## src/rtl/dmac_cfg_mc_if.sv

```systemverilog
// Purpose: APB slave bus bundle for the multi-channel DMA configuration block.
// Latency: n/a (signal bundle only).
// Backpressure: none; the slave side ties pready_o high.
// Ports: psel_i/penable_i/paddr_i/pwrite_i/pwdata_i driven by the master;
//        pready_o/prdata_o/pslverr_o driven by the slave.
interface dmac_cfg_mc_if;
    logic        psel_i;
    logic        penable_i;
    logic [11:0] paddr_i;
    logic        pwrite_i;
    logic [31:0] pwdata_i;
    logic        pready_o;
    logic [31:0] prdata_o;
    logic        pslverr_o;

    modport slave (
        input  psel_i, penable_i, paddr_i, pwrite_i, pwdata_i,
        output pready_o, prdata_o, pslverr_o
    );

    modport master (
        output psel_i, penable_i, paddr_i, pwrite_i, pwdata_i,
        input  pready_o, prdata_o, pslverr_o
    );
endinterface

```

## src/rtl/dmac_cfg_mc.sv

```systemverilog
// Purpose: per-channel DMA register bank, start-pulse FSMs and W1C completion irq.
// Latency: zero-wait APB; start_o one cycle after the START write commits.
// Backpressure: none; pready_o is constant 1, illegal accesses answer pslverr_o.
// Ports: clk/rst (sync, active-high); apb (slave modport); src_addr_o/dst_addr_o/
//        byte_len_o flattened per channel; start_o pulses; done_i idle levels; irq_o.
module dmac_cfg_mc #(
    parameter int          CH_CNT  = 4,
    parameter int          LEN_W   = 16,
    parameter logic [31:0] VERSION = 32'h0002_0101
) (
    input  logic                      clk,
    input  logic                      rst,
    dmac_cfg_mc_if.slave              apb,
    output logic [32*CH_CNT-1:0]      src_addr_o,
    output logic [32*CH_CNT-1:0]      dst_addr_o,
    output logic [LEN_W*CH_CNT-1:0]   byte_len_o,
    output logic [CH_CNT-1:0]         start_o,
    input  logic [CH_CNT-1:0]         done_i,
    output logic                      irq_o
);
    localparam int IW = (CH_CNT > 1) ? $clog2(CH_CNT) : 1;

    typedef enum logic [1:0] {S_IDLE, S_START, S_WAIT, S_BUSY} state_t;

    logic [CH_CNT-1:0][31:0]    r_src;
    logic [CH_CNT-1:0][31:0]    r_dst;
    logic [CH_CNT-1:0][LEN_W-1:0] r_len;
    state_t                     r_state     [CH_CNT];
    state_t                     w_state_nxt [CH_CNT];
    logic [CH_CNT-1:0]          r_irq_stat;
    logic [CH_CNT-1:0]          r_irq_en;
    logic                       r_irq;
    logic [31:0]                r_prdata;
    logic                       r_pslverr;

    logic [CH_CNT-1:0]          w_irq_set;
    logic [CH_CNT-1:0]          w_irq_clr;
    logic [CH_CNT-1:0]          w_start_go;
    logic                       w_setup;
    logic                       w_wr_ok;
    logic [9:0]                 w_word;
    logic [6:0]                 w_ch_idx;
    logic [2:0]                 w_reg;
    logic [IW-1:0]              w_sel;
    logic                       w_glb_ok;
    logic                       w_ch_ok;
    logic                       w_err;
    logic [31:0]                w_rdata;
    logic                       w_unused;

    assign w_unused = ^apb.paddr_i[1:0];

    // Setup-phase verdict is held in r_pslverr; the access-phase commit is
    // gated by it so the error reported and the write suppressed always agree.
    assign w_setup = apb.psel_i & ~apb.penable_i;
    assign w_wr_ok = apb.psel_i & apb.penable_i & apb.pwrite_i & ~r_pslverr;

    // Channel window starts at byte 0x100 (word 0x40), 8 words per channel.
    assign w_word   = apb.paddr_i[11:2] - 10'h040;
    assign w_ch_idx = w_word[9:3];
    assign w_reg    = w_word[2:0];
    assign w_sel    = w_ch_idx[IW-1:0];
    assign w_glb_ok = (apb.paddr_i[11:8] == 4'h0) && (apb.paddr_i[7:2] <= 6'd2);
    assign w_ch_ok  = (apb.paddr_i[11:8] != 4'h0) && (w_ch_idx < 7'(CH_CNT))
                      && (w_reg <= 3'd4);

    always_comb begin
        w_rdata = '0;
        w_err   = 1'b0;
        if (w_glb_ok) begin
            case (apb.paddr_i[3:2])
                2'd0:    w_rdata = VERSION;
                2'd1:    w_rdata = 32'(r_irq_stat);
                2'd2:    w_rdata = 32'(r_irq_en);
                default: w_rdata = '0;
            endcase
        end else if (w_ch_ok) begin
            case (w_reg)
                3'd0:    w_rdata = r_src[w_sel];
                3'd1:    w_rdata = r_dst[w_sel];
                3'd2:    w_rdata = 32'(r_len[w_sel]);
                3'd4:    w_rdata = {31'b0, r_state[w_sel] == S_IDLE};
                default: w_rdata = '0;
            endcase
            // Config is frozen while a channel is in flight; zero-length starts are refused.
            if (apb.pwrite_i && (w_reg <= 3'd3) && (r_state[w_sel] != S_IDLE))
                w_err = 1'b1;
            if (apb.pwrite_i && (w_reg == 3'd3) && apb.pwdata_i[0] && (r_len[w_sel] == '0))
                w_err = 1'b1;
        end else begin
            w_err = 1'b1;
        end
    end

    assign w_irq_clr = (w_wr_ok && w_glb_ok && (apb.paddr_i[3:2] == 2'd1))
                       ? apb.pwdata_i[CH_CNT-1:0] : '0;

    always_comb begin
        for (int n = 0; n < CH_CNT; n++) begin
            w_state_nxt[n] = r_state[n];
            w_irq_set[n]   = 1'b0;
            w_start_go[n]  = w_wr_ok && w_ch_ok && (w_reg == 3'd3)
                             && (w_sel == IW'(n)) && apb.pwdata_i[0];
            case (r_state[n])
                S_IDLE:  if (w_start_go[n]) w_state_nxt[n] = S_START;
                S_START: w_state_nxt[n] = S_WAIT;
                // One dead cycle lets the engine drop its stale idle level.
                S_WAIT:  w_state_nxt[n] = S_BUSY;
                S_BUSY:  if (done_i[n]) begin
                             w_state_nxt[n] = S_IDLE;
                             w_irq_set[n]   = 1'b1;
                         end
                default: w_state_nxt[n] = S_IDLE;
            endcase
        end
    end

    always_ff @(posedge clk) begin
        for (int n = 0; n < CH_CNT; n++) begin
            if (rst) r_state[n] <= S_IDLE;
            else     r_state[n] <= w_state_nxt[n];
        end
    end

    always_ff @(posedge clk) begin
        if (rst) begin
            r_prdata  <= '0;
            r_pslverr <= 1'b0;
        end else begin
            r_pslverr <= w_setup & w_err;
            if (w_setup & ~apb.pwrite_i) r_prdata <= w_rdata;
        end
    end

    always_ff @(posedge clk) begin
        if (rst) begin
            r_src      <= '0;
            r_dst      <= '0;
            r_len      <= '0;
            r_irq_en   <= '0;
            r_irq_stat <= '0;
            r_irq      <= 1'b0;
        end else begin
            if (w_wr_ok && w_glb_ok && (apb.paddr_i[3:2] == 2'd2))
                r_irq_en <= apb.pwdata_i[CH_CNT-1:0];
            // A completion landing on the same edge as its W1C survives.
            r_irq_stat <= (r_irq_stat & ~w_irq_clr) | w_irq_set;
            r_irq      <= |(r_irq_stat & r_irq_en);
            if (w_wr_ok && w_ch_ok) begin
                case (w_reg)
                    3'd0:    r_src[w_sel] <= apb.pwdata_i;
                    3'd1:    r_dst[w_sel] <= apb.pwdata_i;
                    3'd2:    r_len[w_sel] <= apb.pwdata_i[LEN_W-1:0];
                    default: ;
                endcase
            end
        end
    end

    always_comb begin
        for (int n = 0; n < CH_CNT; n++) start_o[n] = (r_state[n] == S_START);
    end

    assign src_addr_o    = r_src;
    assign dst_addr_o    = r_dst;
    assign byte_len_o    = r_len;
    assign irq_o         = r_irq;
    assign apb.pready_o  = 1'b1;
    assign apb.prdata_o  = r_prdata;
    assign apb.pslverr_o = r_pslverr;
endmodule
```

## src/flat_wrapper.sv

```systemverilog
// flat-port wrapper written by rule: the top's interface ports become plain ports
module dmac_cfg_mc_flat 
#(
    parameter int          CH_CNT  = 4,
    parameter int          LEN_W   = 16,
    parameter logic [31:0] VERSION = 32'h0002_0101
)
  (clk, rst, src_addr_o, dst_addr_o, byte_len_o, start_o, done_i, irq_o, apb_psel_i, apb_penable_i, apb_paddr_i, apb_pwrite_i, apb_pwdata_i, apb_pready_o, apb_prdata_o, apb_pslverr_o);
  dmac_cfg_mc_if apb_i ();
  input  logic clk;
  input  logic rst;
  output logic [32*CH_CNT-1:0] src_addr_o;
  output logic [32*CH_CNT-1:0] dst_addr_o;
  output logic [LEN_W*CH_CNT-1:0] byte_len_o;
  output logic [CH_CNT-1:0] start_o;
  input  logic [CH_CNT-1:0] done_i;
  output logic irq_o;
  input wire logic [$bits(apb_i.psel_i)-1:0] apb_psel_i;
  input wire logic [$bits(apb_i.penable_i)-1:0] apb_penable_i;
  input wire logic [$bits(apb_i.paddr_i)-1:0] apb_paddr_i;
  input wire logic [$bits(apb_i.pwrite_i)-1:0] apb_pwrite_i;
  input wire logic [$bits(apb_i.pwdata_i)-1:0] apb_pwdata_i;
  output wire logic [$bits(apb_i.pready_o)-1:0] apb_pready_o;
  output wire logic [$bits(apb_i.prdata_o)-1:0] apb_prdata_o;
  output wire logic [$bits(apb_i.pslverr_o)-1:0] apb_pslverr_o;
  assign apb_i.psel_i = apb_psel_i;
  assign apb_i.penable_i = apb_penable_i;
  assign apb_i.paddr_i = apb_paddr_i;
  assign apb_i.pwrite_i = apb_pwrite_i;
  assign apb_i.pwdata_i = apb_pwdata_i;
  assign apb_pready_o = apb_i.pready_o;
  assign apb_prdata_o = apb_i.prdata_o;
  assign apb_pslverr_o = apb_i.pslverr_o;
  dmac_cfg_mc #(.CH_CNT(CH_CNT), .LEN_W(LEN_W), .VERSION(VERSION)) u_core (.clk(clk), .rst(rst), .apb(apb_i), .src_addr_o(src_addr_o), .dst_addr_o(dst_addr_o), .byte_len_o(byte_len_o), .start_o(start_o), .done_i(done_i), .irq_o(irq_o));
endmodule
```

## config.mk

```make
export PLATFORM = sky130hd
export DESIGN_NAME = dmac_cfg_mc_flat
export DESIGN_NICKNAME = d
export VERILOG_FILES = /design/src/rtl/dmac_cfg_mc_if.sv /design/src/rtl/dmac_cfg_mc.sv /design/src/flat_wrapper.sv
export SDC_FILE = /design/constraint.sdc
export NUM_CORES = 1
export LEC_CHECK = 0
export CAP_MARGIN = 20
export CORE_ASPECT_RATIO = 0.8
export CORE_MARGIN = 2
export CORE_UTILIZATION = 53
export DETAILED_ROUTE_END_ITERATION = 10
export PLACE_DENSITY = 0.84
export SLEW_MARGIN = 20
export SYNTH_ARGS = -nofsm -noshare
export SYNTH_HDL_FRONTEND = slang
export SYNTH_SLANG_ARGS = --single-unit
```

## constraint.sdc

```tcl
create_clock -name clk -period 5.63 [get_ports clk]
set_input_delay 1.126 -clock clk [delete_from_list [all_inputs] [get_ports clk]]
set_output_delay 1.126 -clock clk [all_outputs]
set_load 0.01 [all_outputs]
```

==> flow_summary.html, run 1 <==
<table>
<tr><th>Metric</th><th>Value</th></tr>
<tr><th colspan="2">Power and ir drop</th></tr>
<tr><td>Internal portion of total power</td><td>4.20 mW</td></tr>
<tr><td>Total net switching power</td><td>1.32 mW</td></tr>
<tr><td>Switching share of total power</td><td>between 20% and 30%</td></tr>
<tr><td>Combinational share of power</td><td>slightly below 7%</td></tr>
<tr><td>Static power due to leakage</td><td>6.87 nW</td></tr>
<tr><td>Worst vdd rail ir drop</td><td>0.223 mV</td></tr>
<tr><td>Fraction of power consumed by the clock network</td><td>between 40 and 50%</td></tr>
<tr><td>Power density over the cells</td><td>around 260 nW/um2</td></tr>
<tr><td>Register share of total power</td><td>48.0%</td></tr>
<tr><th colspan="2">Place</th></tr>
<tr><td>Input/output buffers</td><td>408</td></tr>
<tr><td>Setup Slack @ Placement</td><td>around 1.4 ns</td></tr>
<tr><td>DP HPWL</td><td>between 40000 and 50000 um</td></tr>
<tr><td>RePlAce Congestion</td><td>0.931</td></tr>
<tr><th colspan="2">Clock tree</th></tr>
<tr><td>Number of clock sinks</td><td>370</td></tr>
<tr><td>H-tree levels</td><td>2</td></tr>
<tr><td>Deepest clock path buffer count</td><td>3</td></tr>
<tr><td>Library cell used as clock root buffer</td><td>clkbuf_16</td></tr>
<tr><td>Count of hold-fix buffers inserted at cts</td><td>0</td></tr>
<tr><td>Resized cells post-CTS</td><td>0</td></tr>
<tr><td>Buffers inserted by post-CTS timing repair</td><td>0</td></tr>
<tr><td>Inserted Clock Buffers</td><td>37</td></tr>
<tr><td>CTS tree</td><td>done</td></tr>
<tr><td>Worst-skew pair later-pin latency</td><td>0.52 ns</td></tr>
<tr><td>Clk pin slew, worst setup/hold paths</td><td>~0.07 ns</td></tr>
<tr><th colspan="2">Worst setup path</th></tr>
<tr><td>Critical path capture point type</td><td>flip-flop</td></tr>
<tr><td>Type of element launching the critical path</td><td>input pin</td></tr>
<tr><td>Critical path, cell by cell</td><td>clkdlybuf4s50_1 &gt; and4b_1 &gt; nand2b_1 &gt; nor2_2 &gt; buf_4 &gt; nand2_1 &gt; a21oi_1</td></tr>
<tr><td>Worst-case reg-to-reg path depth</td><td>6</td></tr>
<tr><td>Crit-path max FO</td><td>24</td></tr>
<tr><td>Worst endpoint required time</td><td>about 6.1 ns</td></tr>
<tr><td>Type of the worst setup path</td><td>input pin to flip-flop</td></tr>
<tr><td>Cell with the largest stage delay on the worst path</td><td>nor2_2</td></tr>
<tr><td>Stage delay of the slowest cell on the critical path</td><td>0.65 ns</td></tr>
<tr><td>Data arrival time of the worst path</td><td>roughly 4.0 ns</td></tr>
<tr><th colspan="2">Detailed routing</th></tr>
<tr><td>Post-Route WL</td><td>~62000 um</td></tr>
<tr><td>Remaining number of nets flagged by the antenna check after routing</td><td>0</td></tr>
<tr><td>Vias after detailed routing</td><td>15.9k</td></tr>
<tr><td>Average wire per cell in the routed design</td><td>between 20 and 25 um</td></tr>
<tr><td>Number of remaining DRC errors</td><td>0</td></tr>
<tr><td>Router iterations before antenna repair</td><td>6</td></tr>
<tr><td>First-iteration detailed-routing DRC count</td><td>2153</td></tr>
<tr><td>Routed via count divided by cell count</td><td>around 6.1</td></tr>
<tr><th colspan="2">Hold path</th></tr>
<tr><td>Class of the most critical hold timing path</td><td>flip-flop to flip-flop</td></tr>
<tr><td>Number of instances on the worst hold path</td><td>2</td></tr>
<tr><th colspan="2">Yosys</th></tr>
<tr><td>Top-area cell type share of the netlist area</td><td>a little under half</td></tr>
<tr><td>Combined area of all synthesized cells</td><td>approximately 16000 um2</td></tr>
<tr><td>Number of library cell types mapped by synthesis</td><td>46</td></tr>
<tr><td>Yosys warns</td><td>0</td></tr>
<tr><td>Net count of the mapped netlist</td><td>~2k</td></tr>
<tr><td>FF+latch count, synth</td><td>370</td></tr>
<tr><td>Mean cell area of the mapped netlist</td><td>about 8.5 um2</td></tr>
<tr><td>Number of synthesized flops with an enable pin</td><td>0</td></tr>
<tr><td>Share of flip-flops with an asynchronous set or reset</td><td>0%</td></tr>
<tr><td>Top post-synthesis cells by area</td><td>dfxtp_1 (46%), nand2_1 (14%), mux4_2 (11%), a21oi_1 (11%), clkbuf_1 (2.6%)</td></tr>
<tr><td>Sequential cell area fraction in the yosys report</td><td>about 46%</td></tr>
<tr><td>Cell type with the highest aggregate area in the netlist</td><td>dfxtp_1</td></tr>
<tr><td>Gate count of the mapped netlist</td><td>1892</td></tr>
<tr><td>Commonest register cell after synthesis</td><td>dfxtp_1</td></tr>
<tr><th colspan="2">Floorplan</th></tr>
<tr><td>Height of the chip</td><td>159 um</td></tr>
<tr><td>Core footprint</td><td>between 20000 and 30000 um2</td></tr>
<tr><td>Width of the die</td><td>198 um</td></tr>
<tr><td>Number of rows in the core area</td><td>56</td></tr>
<tr><td>DIE AREA</td><td>31600 um2</td></tr>
<tr><td>Top-level port count</td><td>412</td></tr>
<tr><td>Initial cell density of the core</td><td>between 50% and 60%</td></tr>
<tr><th colspan="2">STA</th></tr>
<tr><td>Final worst clock skew</td><td>between 0.015 and 0.02 ns</td></tr>
<tr><td>Sum of negative setup slack</td><td>0 ns</td></tr>
<tr><td>Final Max Tran Viols</td><td>0</td></tr>
<tr><td>Count of endpoints failing setup in the final report</td><td>0</td></tr>
<tr><td>Final critical delay including setup and external delays</td><td>3.62 ns</td></tr>
<tr><td>Final hold violations</td><td>0</td></tr>
<tr><td>Setup repair after global routing missed its margin</td><td>no</td></tr>
<tr><td>Setup slack after layout</td><td>between 2 and 2.5 ns</td></tr>
<tr><td>Slew at the pin with the worst max-slew slack</td><td>1.01 ns</td></tr>
<tr><td>Relative slew slack</td><td>32.9%</td></tr>
<tr><td>Max Clock Freq</td><td>between 0.2 and 0.3 GHz</td></tr>
<tr><td>Portion of the clock cycle consumed by the worst path in the final layout</td><td>approximately 64%</td></tr>
<tr><th colspan="2">Cells and area</th></tr>
<tr><td>Area of all sequential standard cells</td><td>approximately 7400 um2</td></tr>
<tr><td>Nets</td><td>between 2k and 2.5k</td></tr>
<tr><td># diodes</td><td>0</td></tr>
<tr><td>Number of filler instances in the final layout</td><td>~2.2k</td></tr>
<tr><td>Fraction of layout cells with a size suffix above 1</td><td>8.57%</td></tr>
<tr><td>Synth-to-Final Area Change</td><td>32.8%</td></tr>
<tr><td>Total area of multi-input combinational cells</td><td>7770 um2</td></tr>
<tr><th colspan="2">Global routing</th></tr>
<tr><td>Number of antenna violations at the first check in global routing</td><td>1</td></tr>
<tr><td>Global-route usage over all layers</td><td>between 30% and 40%</td></tr>
<tr><td>First-pass GRT wire length</td><td>92100 um</td></tr>
<tr><td>Total global routing overflow</td><td>0</td></tr>
<tr><td>Number of global-route vias before repair</td><td>between 15k and 20k</td></tr>
<tr><td>Largest net degree at the start of global routing</td><td>212</td></tr>
<tr><th colspan="2">Outcome</th></tr>
<tr><td>Run status</td><td>finished clean</td></tr>
<tr><th colspan="2">Flow run</th></tr>
<tr><td>Count of max-cap constraint violations</td><td>0</td></tr>
</table>
==> cells by family (layout without fill, tap and decap cells) <==
kind of cell,Yosys count,in the layout,synth area share (%)
flops,370,370,46.3
mux,100,100,12.6
buf+inv,199,513,5.35
other cells,1,1,0.0234
fa+ha+maj,17,17,1.31
simple gates,712,712,18.0
compound gates,493,493,16.4
==> power by group through the flow <==
stage	combinational, mW	clock (mW)	sequential, mW
2_1_floorplan	0.231	0	2.70
3_3_place_gp	0.348	0	2.70
3_5_place_dp	0.363	0	2.71
4_1_cts	0.364	2.50	2.65
5_1_grt	0.394	2.61	2.65
6_report	0.377	2.49	2.65
==> through the flow <==
step / total power, mW / std cells / instance area, um2 / hold WS, ns / utilization [%]
2_1_floorplan: 2.93 / 1892 / 16000 / 0.467 / -
3_3_place_gp: 3.05 / 2546 / 20000 / 0.433 / 67.9
3_5_place_dp: 3.07 / 2546 / 20000 / 0.442 / 67.9
4_1_cts: 5.51 / 2611 / 21200 / 0.447 / 72.0
5_1_grt: 5.66 / 2612 / 21200 / 0.488 / 72.0
6_report: 5.52 / 2612 / 21200 / 0.443 / 72.0
==> final cells by class <==
class                   count  area share [%]
multi-input cells        1323            36.6
flip-flops and latches    370            34.9
repair buffers            435            20.3
clock buffers              52            5.11
well taps                 406            2.39
clock inverters            13           0.595
inverters                  13           0.230
==> per-layer routing <==
layer | vias up | GRT usage [%] | wire length, um
met2 | 1175 | 55.7 | 26500
li1 | 6990 | - | -
met5 | - | 0 | 13
met1 | 7637 | 52.8 | 23800
met4 | 2 | 13.3 | 2200
met3 | 143 | 11.6 | 9050
==> worst max-delay path, delay by kind of cell <==
kind / cells / cell delay, ns
simple gates: 4 / 1.79
buf+inv: 2 / 0.94
compound gates: 1 / 0.18
==> layout by cell type, fill, tap and decap left out, types with 7 or more instances in the layout <==
cell type	Yosys	final
a22oi_1	20	20
clkbuf_16	0	39
clkbuf_1	110	7
o21ai_0	79	79
nor3_1	9	9
a21oi_1	354	354
mux4_2	81	81
nor2_1	54	48
dfxtp_1	370	370
ha_1	16	16
mux2i_1	19	19
nand2b_1	10	10
clkdlybuf4s50_1	0	405
buf_4	4	27
nand2_1	595	595
a22o_1	17	17
inv_1	13	13
clkinv_2	0	7
nand3_1	10	10
==> registers in the layout (all words and copies together) (netlist names) <==
register              flops
u_core.apb.prdata_o      32
u_core.apb.pslverr_o      1
u_core.byte_len_o        64
u_core.dst_addr_o       128
u_core.irq_o              1
u_core.r_irq_en           4
u_core.r_irq_stat         4
u_core.r_state            8
u_core.src_addr_o       128
==> cells in the mapped netlist, types with 2 or more instances <==
master	count
a21o_1	4
a21oi_1	354
a22o_1	17
a22oi_1	20
a311oi_1	4
and3_1	2
and4b_1	2
buf_1	2
buf_2	69
buf_4	4
clkbuf_1	110
dfxtp_1	370
ha_1	16
inv_1	13
mux2i_1	19
mux4_2	81
nand2_1	595
nand2b_1	10
nand3_1	10
nor2_1	54
nor2b_1	6
nor3_1	9
nor3_2	3
nor4_1	4
o21ai_0	79
o21ai_1	6
o22ai_1	5
or2_2	6
==> worst paths after layout <==
kind / startpoint / to / slack [ns]
hold reg to reg: u_core.apb.prdata_o[13]$_SDFFE_PP0P_ / u_core.apb.prdata_o[13]$_SDFFE_PP0P_ / 0.44
hold / removal: u_core.apb.prdata_o[13]$_SDFFE_PP0P_ / u_core.apb.prdata_o[13]$_SDFFE_PP0P_ / 0.44
setup / recovery: apb_pwrite_i / u_core.src_addr_o[35]$_SDFFE_PP0P_ / 2.01
setup reg to reg: u_core.apb.pslverr_o$_SDFF_PP0_ / u_core.src_addr_o[35]$_SDFFE_PP0P_ / 2.75
Power figures use the tool's default switching activity.
==> inputs of run 2 (changes only) <==
CORE_UTILIZATION = 49   (was 53)
PLACE_DENSITY = 0.78   (was 0.84)
clock period = 3.6 ns   (was 5.63 ns; I/O delays follow)
==> flow_summary.html, run 2 (same netlist as run 1, synthesis figures left out) <==
<table>
<tr><th>Metric</th><th>Value</th></tr>
<tr><th colspan="2">Clock tree</th></tr>
<tr><td>Clk pin slew, worst setup/hold paths</td><td>0.06 ns (about the same)</td></tr>
<tr><td>Worst-skew pair later-pin latency</td><td>0.54 ns (+0.02 ns)</td></tr>
<tr><td>Inserted Clock Buffers</td><td>39 (+5.4%)</td></tr>
<tr><td>Deepest clock path buffer count</td><td>3 (unchanged)</td></tr>
<tr><td>Buffers inserted by post-CTS timing repair</td><td>0 (unchanged)</td></tr>
<tr><td>Number of clock sinks</td><td>370 (unchanged)</td></tr>
<tr><td>CTS tree</td><td>done</td></tr>
<tr><td>Resized cells post-CTS</td><td>0 (unchanged)</td></tr>
<tr><td>Count of hold-fix buffers inserted at cts</td><td>0 (unchanged)</td></tr>
<tr><td>H-tree levels</td><td>2 (unchanged)</td></tr>
<tr><td>Library cell used as clock root buffer</td><td>clkbuf_16</td></tr>
<tr><th colspan="2">STA</th></tr>
<tr><td>Slew at the pin with the worst max-slew slack</td><td>0.969 ns (-0.0367 ns)</td></tr>
<tr><td>Final Max Tran Viols</td><td>0 (unchanged)</td></tr>
<tr><td>Count of endpoints failing setup in the final report</td><td>0 (unchanged)</td></tr>
<tr><td>Final worst clock skew</td><td>0.0133 ns (-0.00225 ns)</td></tr>
<tr><td>Setup repair after global routing missed its margin</td><td>no</td></tr>
<tr><td>Sum of negative setup slack</td><td>0 ns (unchanged)</td></tr>
<tr><td>Final hold violations</td><td>0 (unchanged)</td></tr>
<tr><td>Final critical delay including setup and external delays</td><td>roughly 2.8 ns</td></tr>
<tr><td>Max Clock Freq</td><td>between 0.3 and 0.4 GHz</td></tr>
<tr><td>Relative slew slack</td><td>35.2% (+2.2 points)</td></tr>
<tr><td>Portion of the clock cycle consumed by the worst path in the final layout</td><td>76.9%</td></tr>
<tr><th colspan="2">Power and ir drop</th></tr>
<tr><td>Total power</td><td>8.86 mW (+60%)</td></tr>
<tr><td>Power density over the cells</td><td>412 nW/um2 (+59%)</td></tr>
<tr><td>Worst vdd rail ir drop</td><td>0.433 mV (+94%)</td></tr>
<tr><td>Static power due to leakage</td><td>6.99 nW (+1.8%)</td></tr>
<tr><th colspan="2">Place</th></tr>
<tr><td>RePlAce Congestion</td><td>0.957 (+2.8%)</td></tr>
<tr><td>Input/output buffers</td><td>408 (unchanged)</td></tr>
<tr><td>DP HPWL</td><td>43100 um (+3.0%)</td></tr>
<tr><th colspan="2">Worst setup path</th></tr>
<tr><td>Type of element launching the critical path</td><td>input pin</td></tr>
<tr><td>Type of the worst setup path</td><td>input pin to flip-flop</td></tr>
<tr><td>Cell type group with the largest total delay on the critical path</td><td>simple AND/OR/NAND/NOR gates</td></tr>
<tr><td>Buffers and inverters on the worst path</td><td>1 (-1)</td></tr>
<tr><td>Cell with the largest stage delay on the worst path</td><td>or2_2</td></tr>
<tr><td>Worst endpoint required time</td><td>3.98 ns (-2.08 ns)</td></tr>
<tr><td>Stage delay of the slowest cell on the critical path</td><td>0.72 ns (+0.07 ns)</td></tr>
<tr><td>Critical path capture point type</td><td>flip-flop</td></tr>
<tr><td>Critical path, cell by cell</td><td>clkdlybuf4s50_1 &gt; nor4_4 &gt; nand4_2 &gt; or2_2 &gt; nand2_1 &gt; a21oi_1</td></tr>
<tr><td>Crit-path max FO</td><td>32 (+33%)</td></tr>
<tr><td>Setup slack, reg-to-reg</td><td>1.23 ns (-1.52 ns)</td></tr>
<tr><td>Data arrival time of the worst path</td><td>3.15 ns (-0.89 ns)</td></tr>
<tr><th colspan="2">Global routing</th></tr>
<tr><td>Global-route usage over all layers</td><td>35.9% (-2.0 points)</td></tr>
<tr><td>Total global routing overflow</td><td>0 (unchanged)</td></tr>
<tr><td>Number of antenna violations at the first check in global routing</td><td>1 (unchanged)</td></tr>
<tr><td>First-pass GRT wire length</td><td>93600 um (+1.7%)</td></tr>
<tr><td>Number of global-route vias before repair</td><td>15.1k (+0.84%)</td></tr>
<tr><td>Largest net degree at the start of global routing</td><td>111 (-48%)</td></tr>
<tr><th colspan="2">Floorplan</th></tr>
<tr><td>Height of the chip</td><td>166 um (+3.9%)</td></tr>
<tr><td>Top-level port count</td><td>412 (unchanged)</td></tr>
<tr><td>Number of rows in the core area</td><td>59 (+5.4%)</td></tr>
<tr><td>DIE AREA</td><td>34100 um2 (+8.0%)</td></tr>
<tr><td>Core footprint</td><td>32300 um2 (+9.6%)</td></tr>
<tr><td>Width of the die</td><td>206 um (+3.9%)</td></tr>
<tr><td>Initial cell density of the core</td><td>49.5% (-4.8 points)</td></tr>
<tr><th colspan="2">Outcome</th></tr>
<tr><td>Run status</td><td>finished clean</td></tr>
<tr><th colspan="2">Cells and area</th></tr>
<tr><td>Most frequent cells in the layout</td><td>nand2_1 (595), clkdlybuf4s50_1 (405), dfxtp_1 (370), a21oi_1 (354), mux4_2 (81)</td></tr>
<tr><td>Share of the core filled with cells</td><td>66.5% (-5.5 points)</td></tr>
<tr><td>Nets</td><td>2262 (+0.58%)</td></tr>
<tr><td>Leading cell type in the layout, fill and taps excluded</td><td>nand2_1</td></tr>
<tr><td>Synth-to-Final Area Change</td><td>34.4%</td></tr>
<tr><td>Fraction of layout cells with a size suffix above 1</td><td>9.32% (+0.75 points)</td></tr>
<tr><td>Number of filler instances in the final layout</td><td>2603 (+19%)</td></tr>
<tr><th colspan="2">Detailed routing</th></tr>
<tr><td>Routed wire length on met2</td><td>27300 um (+2.9%)</td></tr>
<tr><td>Met3 layer wire length in the routed design</td><td>7960 um (-12%)</td></tr>
<tr><td>Vias after detailed routing</td><td>15.9k (-0.019%)</td></tr>
<tr><td>Router iterations before antenna repair</td><td>6 (unchanged)</td></tr>
<tr><td>Post-Route WL</td><td>62600 um (+1.6%)</td></tr>
<tr><td>Remaining number of nets flagged by the antenna check after routing</td><td>0 (unchanged)</td></tr>
<tr><td>Number of remaining DRC errors</td><td>0 (unchanged)</td></tr>
<tr><td>Top routing layer in use</td><td>met4</td></tr>
<tr><td>Average wire per cell in the routed design</td><td>23.6 um (+0.20%)</td></tr>
<tr><td>First-iteration detailed-routing DRC count</td><td>1817 (-16%)</td></tr>
<tr><td>Detailed-route wire length on metal 1</td><td>25000 um (+5.0%)</td></tr>
<tr><td>Routed via count divided by cell count</td><td>6.02 (-1.4%)</td></tr>
<tr><th colspan="2">Flow run</th></tr>
<tr><td>Count of max-cap constraint violations</td><td>0 (unchanged)</td></tr>
<tr><th colspan="2">Hold path</th></tr>
<tr><td>Class of the most critical hold timing path</td><td>flip-flop to flip-flop</td></tr>
</table>
==> run 2: changes by cell type in the layout (fill, tap and decap cells not counted), moves of 2 or more <==
cell,previous run,this run
buf_4,27,34
buf_12,1,5
clkinv_2,7,11
clkbuf_1,7,4
clkinvlp_4,3,0
clkbuf_8,6,8
==> run 2: area by class of cell <==
| class | instances | area, um2 | area share [%] |
|---|---|---|---|
| diodes | 1 | 2.50 | 0.0116 |
| clock buffers | 52 | 1130 | 5.24 |
| clock inverters | 17 | 179 | 0.832 |
| inverters | 13 | 48.8 | 0.227 |
| multi-input cells | 1323 | 7760 | 36.1 |
| flip-flops and latches | 370 | 7410 | 34.5 |
| well taps | 427 | 534 | 2.49 |
| repair buffers | 446 | 4440 | 20.6 |
==> run 2: path summary, 6_finish.rpt <==
path | startpoint | end | depth (start not counted)
min reg2reg | u_core.apb.prdata_o[15]$_SDFFE_PP0P_ | u_core.apb.prdata_o[15]$_SDFFE_PP0P_ | 2
min | u_core.apb.prdata_o[15]$_SDFFE_PP0P_ | u_core.apb.prdata_o[15]$_SDFFE_PP0P_ | 2
max reg2reg | u_core.apb.pslverr_o$_SDFF_PP0_ | u_core.src_addr_o[118]$_SDFFE_PP0P_ | 5
max | apb_paddr_i[7] | u_core.dst_addr_o[59]$_SDFFE_PP0P_ | 6
==> run 2: per-layer routing <==
layer  up-vias  global-route usage, %
li1       7028                      -
met1      7663                   50.7
met2      1113                   53.0
met3       140                   9.17
met4         0                   13.6
met5         -                      0
==> run 2: worst register-to-register path, delay by kind of cell, from the launching register on <==
family	cells	cell delay, ns
AND/OR/NAND/NOR	4	1.81
flip-flops	1	0.33
AO/OA/AOI/OAI	1	0.08
==> run 2: through the flow <==
| stage | area [um2] | hold WS, ns | setup WS [ns] | std cells |
|---|---|---|---|---|
| 6_report | 21500 | 0.448 | 0.831 | 2649 |
| 5_1_grt | 21500 | 0.472 | 0.720 | 2649 |
| 4_1_cts | 21500 | 0.447 | 0.896 | 2648 |
| 3_5_place_dp | 20200 | 0.439 | 0.331 | 2579 |
| 3_3_place_gp | 20200 | 0.435 | 0.402 | 2579 |
| 2_1_floorplan | 16000 | 0.467 | 1.08 | 1892 |
==> run 2: power breakdown <==
group | switching, mW | internal (mW) | total, mW | leakage [nW]
Combinational | 0.386 | 0.217 | 0.603 | 3.36
Sequential | 0.0287 | 4.11 | 4.14 | 2.98
Clock | 1.69 | 2.42 | 4.11 | 0.656
Total | 2.11 | 6.75 | 8.86 | 6.99
==> RTL edit 1: new RTL, flow settings as in run 2 <==
Register the output `irq_o` once more, without a reset; this adds one clock of latency there. The other outputs are not delayed to match.
--- a/src/rtl/dmac_cfg_mc.sv
+++ b/src/rtl/dmac_cfg_mc.sv
@@ -164,7 +164,9 @@
     assign src_addr_o    = r_src;
     assign dst_addr_o    = r_dst;
     assign byte_len_o    = r_len;
-    assign irq_o         = r_irq;
+    always_ff @(posedge clk) begin
+        irq_o <= r_irq;
+    end
     assign apb.pready_o  = 1'b1;
     assign apb.prdata_o  = r_prdata;
     assign apb.pslverr_o = r_pslverr;
Check against the original RTL: not settled (the Yosys comparison gave no result); the edit may change what the design does.
==> RTL edit 1 against run 2 <==
- via count decreased by 0.24%
- register-to-register slack better by 0.11 ns
- total power fell by 0.40%
- sequential power is essentially flat
- setup slack improved by 0.0068 ns
- routed wire length decreased by 0.99%
- global-route usage down 0.54 points
- core utilization down 0.093 points
- count of clock-buffer cells in the layout did not move
- area after synthesis grew 0.13%
- critical path type unchanged
- largest power group unchanged
- sequential cell count rose by 1
- cell area decreased by 0.14%
==> RTL edit 1: results (changes against run 2) <==
| Metric | Value |
|---|---|
| Synth top area cells | dfxtp_1 (46%), nand2_1 (14%), mux4_2 (11%) |
| VDD IR-drop max | 0.348 mV (-20%) |
| Synth top cells by count | nand2_1 (595), dfxtp_1 (371), a21oi_1 (354) |
| Met1 usage | 49.2% (-1.5 points) |
| Compound-Gate Fraction of Synth Area | 16.4% (-0.021 points) |
| Initial drt markers | 1992 (+9.6%) |
| Met3 usage | 10.8% (+1.7 points) |
| Largest net degree at the start of global routing | 154 (+39%) |
| Gate Count Post-Synth | 1893 (+0.053%) |
| WL met2 | 27.0 mm (-1.2%) |
| Worst-path fanout max | 67 (+110%) |
| First-pass GRT wire length | 92.3 mm (-1.4%) |
| Mux contribution to synthesized area | 12.6% (-0.016 points) |
| Routed wl met3 | 8.42 mm (+5.7%) |
| Placed instance area | 20200 µm² (about the same) |
| HPWL after detailed placement | 42.9 mm (-0.49%) |
| # fillers | 2565 (-1.5%) |
| First drt pass iteration count | 8 (+2) |
| Register area share after synthesis | 46.4% (+0.067 points) |
| Crit path largest cell delay | 0.49 ns (-0.23 ns) |
| M2 GR Usage | 51.7% (-1.3 points) |
| R2r setup slk | 1.34 ns (+0.11 ns) |
| Vias | 15900 (-0.24%) |
| WHS | 0.317 ns (-0.131 ns) |
| Layout cells sized above 1 | 9.07% (-0.25 points) |
| Reg2reg end | u_core.byte_len_o[50]$_SDFFE_PP0P_ |
| Pre-CTS setup slack | 0.386 ns (+0.0555 ns) |
| Final std cells w/o fill | 2644 (-0.19%) |
| Status | complete, no violations |
| Max Used Layer | met5 |
| Final Skew | 0.0255 ns (+0.0122 ns) |
| Worst EP arrival | 3.22 ns (+0.07 ns) |
| Vias in the first global route | 15000 (-1.1%) |
| R2R cell count | 7 (+2) |
| Mapped Nets | 1962 (+0.051%) |
-- RTL edit 1: area by class of cell --
type	count	area (µm²)	area share, %
Clock inverter	13	171	0.799
Multi-Input combinational cell	1323	7770	36.2
Clock buffer	52	1090	5.10
Timing Repair Buffer	445	4420	20.6
Inverter	13	48.8	0.227
Sequential cell	371	7430	34.6
Tap cell	427	534	2.49
-- RTL edit 1: kinds of logic (layout without fill, tap and decap cells) --
family,Yosys count,in the layout
other,1,1
AO/OA/AOI/OAI,493,493
AND/OR/NAND/NOR,712,712
buffers and inverters,199,523
multiplexers,100,100
flip-flops,371,371
adder cells (fa/ha/maj),17,17
-- RTL edit 1: worst max-delay path, delay by kind of cell --
| kind | cells | cell delay, ns |
|---|---|---|
| buf+inv | 3 | 1.12 |
| simple gates | 4 | 1.20 |
| compound gates | 1 | 0.16 |
-- RTL edit 1: worst min path at each step --
| stage | start | to | depth (start not counted) |
|---|---|---|---|
| after floorplan | u_core.r_irq$_SDFF_PP0_ | u_core.irq_o$_DFF_P_ | 0 |
| after global placement | u_core.r_irq$_SDFF_PP0_ | u_core.irq_o$_DFF_P_ | 0 |
| after detailed placement | u_core.r_irq$_SDFF_PP0_ | u_core.irq_o$_DFF_P_ | 0 |
| after CTS | u_core.r_irq$_SDFF_PP0_ | u_core.irq_o$_DFF_P_ | 0 |
| after global routing | u_core.r_irq$_SDFF_PP0_ | u_core.irq_o$_DFF_P_ | 0 |
| final | u_core.r_irq$_SDFF_PP0_ | u_core.irq_o$_DFF_P_ | 0 |
-- RTL edit 1: report_power, final --
| group | switching, mW | internal (mW) | total [mW] |
|---|---|---|---|
| clock | 1.66 | 2.41 | 4.08 |
| sequential | 0.0287 | 4.13 | 4.15 |
| combinational | 0.378 | 0.212 | 0.590 |
==> RTL edit 2: new RTL, config.mk and constraints of run 2 <==
Made on the original files. `CH_CNT` is set to 4 in 2 places; all go to 2.
--- a/src/rtl/dmac_cfg_mc.sv
+++ b/src/rtl/dmac_cfg_mc.sv
@@ -4,7 +4,7 @@
 // Ports: clk/rst (sync, active-high); apb (slave modport); src_addr_o/dst_addr_o/
 //        byte_len_o flattened per channel; start_o pulses; done_i idle levels; irq_o.
 module dmac_cfg_mc #(
-    parameter int          CH_CNT  = 4,
+    parameter int          CH_CNT  = 2,
     parameter int          LEN_W   = 16,
     parameter logic [31:0] VERSION = 32'h0002_0101
 ) (
--- a/src/flat_wrapper.sv
+++ b/src/flat_wrapper.sv
@@ -1,7 +1,7 @@
 // flat-port wrapper written by rule: the top's interface ports become plain ports
 module dmac_cfg_mc_flat 
 #(
-    parameter int          CH_CNT  = 4,
+    parameter int          CH_CNT  = 2,
     parameter int          LEN_W   = 16,
     parameter logic [31:0] VERSION = 32'h0002_0101
 )
Interface: changed (5 resized); port bits go from 412 to 248. No check against the original RTL was run, so the function may have changed too.
==> RTL edit 2 against run 2 <==
- sequential power fell by 46%
- sequential cell count fell by 168
- critical path type unchanged
- hold slack improved by 0.0041 ns
- setup slack improved by 0.24 ns
- die area fell by 40%
- register-to-register slack improved by 0.50 ns
- via count fell by 51%
- total power fell by 47%
- routed wire length fell by 54%
- count of clock-buffer cells in the layout fell by 22
- area after synthesis fell by 40%
- final cell count fell by 46%
- largest power group unchanged
- cell area fell by 40%
- largest cell class unchanged
==> RTL edit 2: results (changes against run 2) <==
| Metric | Value |
|---|---|
| Vias | 7841 (-51%) |
| Layout cells sized above 1 | 6.77% (-2.5 points) |
| Flop pwr share | 47.3% (+0.5 points) |
| LEAKAGE | 5.65 nW (-19%) |
| Register area share after synthesis | 42.4% (-3.9 points) |
| Placed instance area | 12100 µm² (-40%) |
| Compound-Gate Fraction of Synth Area | 7.01% (-9.4 points) |
| DRT Wirelength | 28.5 mm (-54%) |
| M2 GR Usage | 42.6% (-10 points) |
| Status | complete, no violations |
| Gpl congestion | 0.887 (-7.3%) |
| Inserted Diodes | 0 (-1) |
| Sw Pwr | 1.08 mW (-49%) |
| Met1 Wirelength | 13.2 mm (-47%) |
| Total CTS buffers | 21 (-46%) |
| Total GRT Usage | 26.9% (-9.0 points) |
| Dpl cells | 1401 (-46%) |
| P_seq | 2.24 mW (-46%) |
| # port buffers | 244 (-40%) |
| Adder-Cell Fraction of Synth Area | 1.16% (-0.16 points) |
| Met1 usage | 37.2% (-14 points) |
| # fillers | 1524 (-41%) |
| Final Skew | 0.0145 ns (+0.00122 ns) |
| Vias/cell | 5.45 (-9.5%) |
| Mux contribution to synthesized area | 25.7% (+13 points) |
| First-pass GRT wire length | 44.4 mm (-53%) |
| Synth unique cells | 54 (+17%) |
| Synth top cells by count | mux2i_1 (242), dfxtp_1 (202), nand2b_1 (201) |
| Final net count | 1225 (-46%) |
| Synth top area cells | dfxtp_1 (42%), mux2i_1 (25%), nand2b_1 (13%) |
| Max Used Layer | met4 |
| Clock Latency Late Sink | 0.51 ns (-0.03 ns) |
| Largest net degree at the start of global routing | 106 (-4.5%) |
| Root Buffer | clkbuf_16 |
| WL met2 | 12.4 mm (-55%) |
| Mean Syn Cell Area | 10.1 µm² (+19%) |
| Met3 usage | 8.06% (-1.1 points) |
| Routed wl met3 | 2.62 mm (-67%) |
| Worst-path fanout max | 14 (-56%) |
| Mapped Nets | 1005 (-49%) |
| Worst EP arrival | 2.92 ns (-0.23 ns) |
| Initial antenna violation count | 0 (-1) |
| Power share of the clock group | 46.8% (+0.4 points) |
| Pre-CTS setup slack | 0.619 ns (+0.288 ns) |
| First drt pass iteration count | 5 (-1) |
| VDD IR-drop max | 0.231 mV (-47%) |
[RTL edit 2: cell count changes after synthesis, moves of 80 or more]
cell	delta
nand2_1	-578
a21oi_1	-334
mux2i_1	+223
nand2b_1	+191
dfxtp_1	-168
mux4_2	-80
[RTL edit 2: path summary, 6_finish.rpt]
path                                          to  slack [ns]                                start
max          u_core.apb.prdata_o[8]$_SDFFE_PP0P_        1.07                       apb_paddr_i[2]
min          u_core.apb.prdata_o[4]$_SDFFE_PP0P_        0.45  u_core.apb.prdata_o[4]$_SDFFE_PP0P_
max reg2reg    u_core.byte_len_o[1]$_SDFFE_PP0P_        1.73      u_core.apb.pslverr_o$_SDFF_PP0_
min reg2reg  u_core.apb.prdata_o[4]$_SDFFE_PP0P_        0.45  u_core.apb.prdata_o[4]$_SDFFE_PP0P_
[RTL edit 2: critical path, stage by stage]
cell and delay, ns:
clkdlybuf4s50_1 0.68, a2111o_1 0.49, nor3_2 0.52, a21oi_1 0.23
a221oi_1 0.28
[RTL edit 2: layout make-up]
class | instances | area (µm²) | share of cell area [%]
Clock buffer | 30 | 629 | 4.90
Clock inverter | 8 | 71.3 | 0.556
Inverter | 14 | 52.6 | 0.409
Multi-Input combinational cell | 658 | 5060 | 39.5
Sequential cell | 202 | 4040 | 31.5
Tap cell | 258 | 323 | 2.52
Timing Repair Buffer | 269 | 2650 | 20.6
[RTL edit 2: cells by family (layout without fill, tap and decap cells)]
| kind of cell | count (synthesis) | count (layout) |
|---|---|---|
| adders and majority gates | 9 | 9 |
| other | 1 | 1 |
| AOI/OAI and AO/OA | 103 | 103 |
| buffers and inverters | 86 | 321 |
| and+or+nand+nor | 302 | 302 |
| DFF | 202 | 202 |
| muxes | 243 | 243 |
